## src/rtl/mem_port_arbiter.sv

```systemverilog
// Shared instruction/data memory port arbiter: data has priority over fetch,
// bounded by MAX_DATA_RUN consecutive data grants while a fetch is waiting.
module mem_port_arbiter #(
    parameter int unsigned ADDR_W       = 6,
    parameter int unsigned MAX_DATA_RUN = 4,
    parameter logic [31:0] NOP_INSTR    = 32'h0000_0013
) (
    input  logic              clk,
    input  logic              rst_n,
    input  logic              if_req,
    input  logic [ADDR_W-1:0] if_addr,
    output logic              if_ack,
    output logic [31:0]       if_instr,
    output logic              if_valid,
    input  logic              flush,
    input  logic              d_req,
    input  logic              d_we,
    input  logic [2:0]        d_funct3,
    input  logic [ADDR_W-1:0] d_addr,
    input  logic [31:0]       d_wdata,
    output logic              d_ack,
    output logic [31:0]       d_rdata,
    output logic              d_rvalid,
    output logic              MemRead,
    output logic              MemWrite,
    output logic [2:0]        function3,
    output logic [ADDR_W-1:0] addr,
    output logic [31:0]       data_in,
    input  logic [31:0]       data_out
);

    localparam int unsigned CNT_W = 4;
    localparam logic [CNT_W-1:0] RUN_MAX = CNT_W'(MAX_DATA_RUN);

    logic [CNT_W-1:0] run_cnt_q, run_cnt_d;
    logic [31:0]      if_instr_q, if_instr_d;
    logic             if_valid_q, if_valid_d;
    logic [31:0]      d_rdata_q, d_rdata_d;
    logic             d_rvalid_q, d_rvalid_d;

    logic starve;
    logic grant_data;
    logic grant_fetch;

    // Grants are gated by rst_n so nothing reaches memory while in reset.
    assign starve      = if_req && (run_cnt_q == RUN_MAX);
    assign grant_data  = rst_n && d_req && !starve;
    assign grant_fetch = rst_n && if_req && !grant_data;

    // Memory port drive; idle presents the fetch address.
    always_comb begin
        MemRead   = 1'b0;
        MemWrite  = 1'b0;
        function3 = 3'b000;
        addr      = if_addr;
        data_in   = 32'h0;
        d_ack     = 1'b0;
        if_ack    = 1'b0;
        if (grant_data) begin
            MemWrite  = d_we;
            MemRead   = !d_we;
            function3 = d_funct3;
            addr      = d_addr;
            data_in   = d_wdata;
            d_ack     = 1'b1;
        end else if (grant_fetch) begin
            if_ack = 1'b1;
        end
    end

    // Next-state for return registers and the data-run counter.
    always_comb begin
        run_cnt_d  = run_cnt_q;
        if_instr_d = if_instr_q;
        if_valid_d = 1'b0;
        d_rdata_d  = d_rdata_q;
        d_rvalid_d = 1'b0;

        if (grant_data) begin
            if (run_cnt_q < RUN_MAX) begin
                run_cnt_d = run_cnt_q + CNT_W'(1);
            end
        end else if (grant_fetch || !d_req) begin
            run_cnt_d = '0;
        end

        if (grant_data && !d_we) begin
            d_rdata_d  = data_out;
            d_rvalid_d = 1'b1;
        end

        // Flush wins over a same-cycle fetch grant; the ack still goes out.
        if (flush) begin
            if_instr_d = NOP_INSTR;
        end else if (grant_fetch) begin
            if_instr_d = data_out;
            if_valid_d = 1'b1;
        end
    end

    always_ff @(posedge clk or negedge rst_n) begin
        if (!rst_n) begin
            run_cnt_q  <= '0;
            if_instr_q <= NOP_INSTR;
            if_valid_q <= 1'b0;
            d_rdata_q  <= 32'h0;
            d_rvalid_q <= 1'b0;
        end else begin
            run_cnt_q  <= run_cnt_d;
            if_instr_q <= if_instr_d;
            if_valid_q <= if_valid_d;
            d_rdata_q  <= d_rdata_d;
            d_rvalid_q <= d_rvalid_d;
        end
    end

    assign if_instr = if_instr_q;
    assign if_valid = if_valid_q;
    assign d_rdata  = d_rdata_q;
    assign d_rvalid = d_rvalid_q;

endmodule
```

## config.mk

```make
export PLATFORM = sky130hd
export DESIGN_NAME = mem_port_arbiter
export DESIGN_NICKNAME = d
export VERILOG_FILES = /design/src/rtl/mem_port_arbiter.sv
export SDC_FILE = /design/constraint.sdc
export NUM_CORES = 1
export LEC_CHECK = 0
export BUFFER_PORTS_ARGS = -buffer_cell sky130_fd_sc_hd__buf_2
export CORE_UTILIZATION = 45
export DETAILED_ROUTE_END_ITERATION = 10
export PLACE_DENSITY = 0.81
export SETUP_SLACK_MARGIN = 0.4
export SLEW_MARGIN = 15
export SYNTH_ARGS = -nofsm -noshare
export SYNTH_HDL_FRONTEND = slang
export SYNTH_SLANG_ARGS = --single-unit
```

## constraint.sdc

```tcl
create_clock -name clk -period 2.4 [get_ports clk]
set_input_delay 0.36 -clock clk [delete_from_list [all_inputs] [get_ports clk]]
set_output_delay 0.36 -clock clk [all_outputs]
set_load 0.005 [all_outputs]
```

==> impl_metrics.csv <==
group,metric,value,unit
logic_synthesis,synth-main-ff-cell,"dfrtp_1",
logic_synthesis,syn_nets,418,
drt,num_vias,3510,
final_layout,finalNonFillerCells,632,
timing,setup_violations,0,
clock_tree,htreeDepth,3,
logic_synthesis,synth_edf_count,0,
logic_synthesis,post-synth-top-count-cell,"nand3_1",
timing,layout_setup_ws,0.1045,ns
logic_synthesis,synth_warnings,0,
logic_synthesis,ys_ff_latch,70,
worst_setup_path,ff2ff_path_depth,7,
timing,maxSlewViolCount,0,
logic_synthesis,synth_fa_ha_area_share,0.7163,%
min_path,hold_class,"input pin to register",
timing,fin_crit,2.296,ns
global_routing,first_global_vias,3522,
place,dpl.hpwl,7514,um
drt,routedWlPerCell,17.57,um
timing,tightest_slew,0.8355,ns
floorplan,io_pins,196,
global_routing,antenna_found_initial,3,
global_routing,overflow,0,
final_layout,drive_gt1_share,53.02,%
worst_setup_path,crit_path_max_fanout,8,
power,power.density,577.4,mW/mm^2
global_routing,grt_pass1_wl,17860,um
clock_tree,cts_tree,"yes",
final_layout,area_delta_synth_final,42.05,%
logic_synthesis,async_reset_ff_share,100.0,%
clock_tree,clk_pin_slew,0.07,ns
worst_setup_path,critPathKind,"register to output port",
worst_setup_path,arrival,1.94,ns
final_layout,final_nets,613,
flow_run,maxCapViolCount,0,
drt,dr.pass1.iters,5,
power,p_leak,2.581,nW
timing,setup_tns,0,ns
clock_tree,cts_sinks,70,
timing,fmax,435.6,MHz
logic_synthesis,synth-xor-area-share,0,%
global_routing,grt_usage,27.78,%
power,total_power,2.865,mW
timing,slew_headroom,44.30,%
floorplan,die_area,0.008119,mm^2
clock_tree,numCtsBuffers,9,
floorplan,die_width,90.11,um
drt,viasPerCell,5.554,
drt,drc,0,
timing,clock_skew,0.002754,ns
place,port_buffers,195,
clock_tree,cts-root-buf,"clkbuf_8",
logic_synthesis,seq_area_frac_synth,50.25,%
power,irDropWorstVdd,503.5,uV
floorplan,rows,31,
logic_synthesis,synth_area_per_cell,10.55,um^2
timing,period_share,95.65,%
drt,drtIter0Drc,236,
logic_synthesis,syn-cell-area,0.003493,mm^2
place,gp_congestion,0.9211,
timing,rsz0062_at_grt,"true",
logic_synthesis,synth_common_cells,"89 x nand3_1, 67 x dfrtp_1, 38 x and2_1, 36 x mux2_2, 29 x o2111ai_1",
logic_synthesis,synth-simple-area-share,21.24,%
global_routing,grt_max_degree,67,
drt,drtAntennaViolNets,0,
worst_setup_path,critPathLaunchType,"register",
floorplan,chipHeight,90.11,um
clock_tree,cts_max_path_buffers,2,
floorplan,coreArea,0.007370,mm^2
drt,wl,11110,um
logic_synthesis,syn_inst,331,
logic_synthesis,synth_compound_area_share,10.06,%
logic_synthesis,synth_top_area_share,47.99,%
clock_tree,clock_latency,0.34,ns
worst_setup_path,worst_setup_path_end_kind,"output port",
timing,finalHoldViolations,0,
logic_synthesis,synthMuxAreaShare,12.25,%
min_path,hold_path_depth,2,
logic_synthesis,synth_cell_types,28,
logic_synthesis,synth_top_family_by_area,"simple AND/OR/NAND/NOR gates",
status,status,"completed",
place,preCtsSetupSlack,0.2433,ns
floorplan,initial_core_util,47.40,%
worst_setup_path,worstPathRequired,2.04,ns
place,dpl.cell_count,603,
logic_synthesis,yosys.area.top_type,"dfrtp_1",
logic_synthesis,yosys-top-cells-area,"dfrtp_1 48%, nand3_1 13%, mux2_2 12%",
[cell families after synthesis]
logic type	after synthesis
buf+inv	42
simple gates	138
compound gates	41
flops	70
fa+ha+maj	2
mux	38
[worst paths after layout]
check,startpoint,end,slack (ns)
max in group asynchronous,rst_n,d_rdata[23],1.58
max,run_cnt_q[0],addr[3],0.10
min in group asynchronous,rst_n,run_cnt_q[1],0.28
min,data_out[24],d_rdata[24],0.26
max reg2reg,run_cnt_q[0],d_rdata[14],0.45
min reg2reg,d_rdata[25],d_rdata[25],0.49
[critical path, cell delays in order, from the launching register on]
cell	delay, ns
dfrtp_1	0.38
inv_2	0.07
ha_4	0.15
and3b_2	0.24
a21oi_4	0.17
buf_12	0.16
mux2_4	0.31
buf_6	0.11
[registers in the layout (all words and copies together), names as in the netlist]
name and cells:
d_rdata 32, d_rvalid 1, if_instr 32, if_valid 1, run_cnt_q 4
[repair_timing]
| action | in CTS | in global routing |
|---|---|---|
| hold buffers | 1 | 0 |
| gates resized for setup | 21 | 6 |
| buffers inserted | 7 | 1 |
| pin swaps | 3 | 0 |
| hold endpoints to repair | 4 | 0 |
| cloned | 2 | 0 |
| setup endpoints to repair | 44 | 63 |
[metrics by stage]
step / utilization, % / instance area (um^2) / hold slack (ns)
2_1_floorplan: - / 3501 / 0.06441
3_3_place_gp: 61.53 / 4534 / 0.1824
3_5_place_dp: 61.53 / 4534 / 0.1863
4_1_cts: 66.89 / 4930 / 0.2440
5_1_grt: 67.33 / 4962 / 0.2597
6_report: 67.33 / 4962 / 0.2593
[report_power, final]
group | internal, mW | leakage, nW | switching (mW)
clock network | 0.420 | 0.0910 | 0.434
registers | 1.32 | 0.888 | 0.0740
logic | 0.334 | 1.60 | 0.285
[per-layer routing]
metal	vias up	global-route usage (%)	part of all wire, %
met3	26	5.161	7.3
li1	1600	-	-
met4	0	15.59	3.5
met1	1697	33.06	38
met2	187	47.26	51
met5	-	0	0
[area by class of cell]
cell class	instances	area [um^2]
fill	617	2407
sequential	70	1755
multi-input combinational	219	1594
timing repair buffer	218	1277
clock buffer	11	151.4
tap	99	123.9
inverter	8	30.03
clock inverter	4	22.52
antenna	3	7.507
[cells in the final DEF (no fill, tap or decap), types with 4 or more instances in the layout]
| master | count |
|---|---|
| buf_6 | 11 |
| and2_1 | 37 |
| mux2_4 | 6 |
| buf_4 | 15 |
| buf_2 | 187 |
| mux2_2 | 30 |
| nand3_1 | 89 |
| nand2_1 | 4 |
| o2111ai_1 | 29 |
| o211ai_1 | 6 |
| dfrtp_1 | 67 |
| inv_1 | 4 |
| clkbuf_8 | 11 |
(Power assumes the default switching activity.)
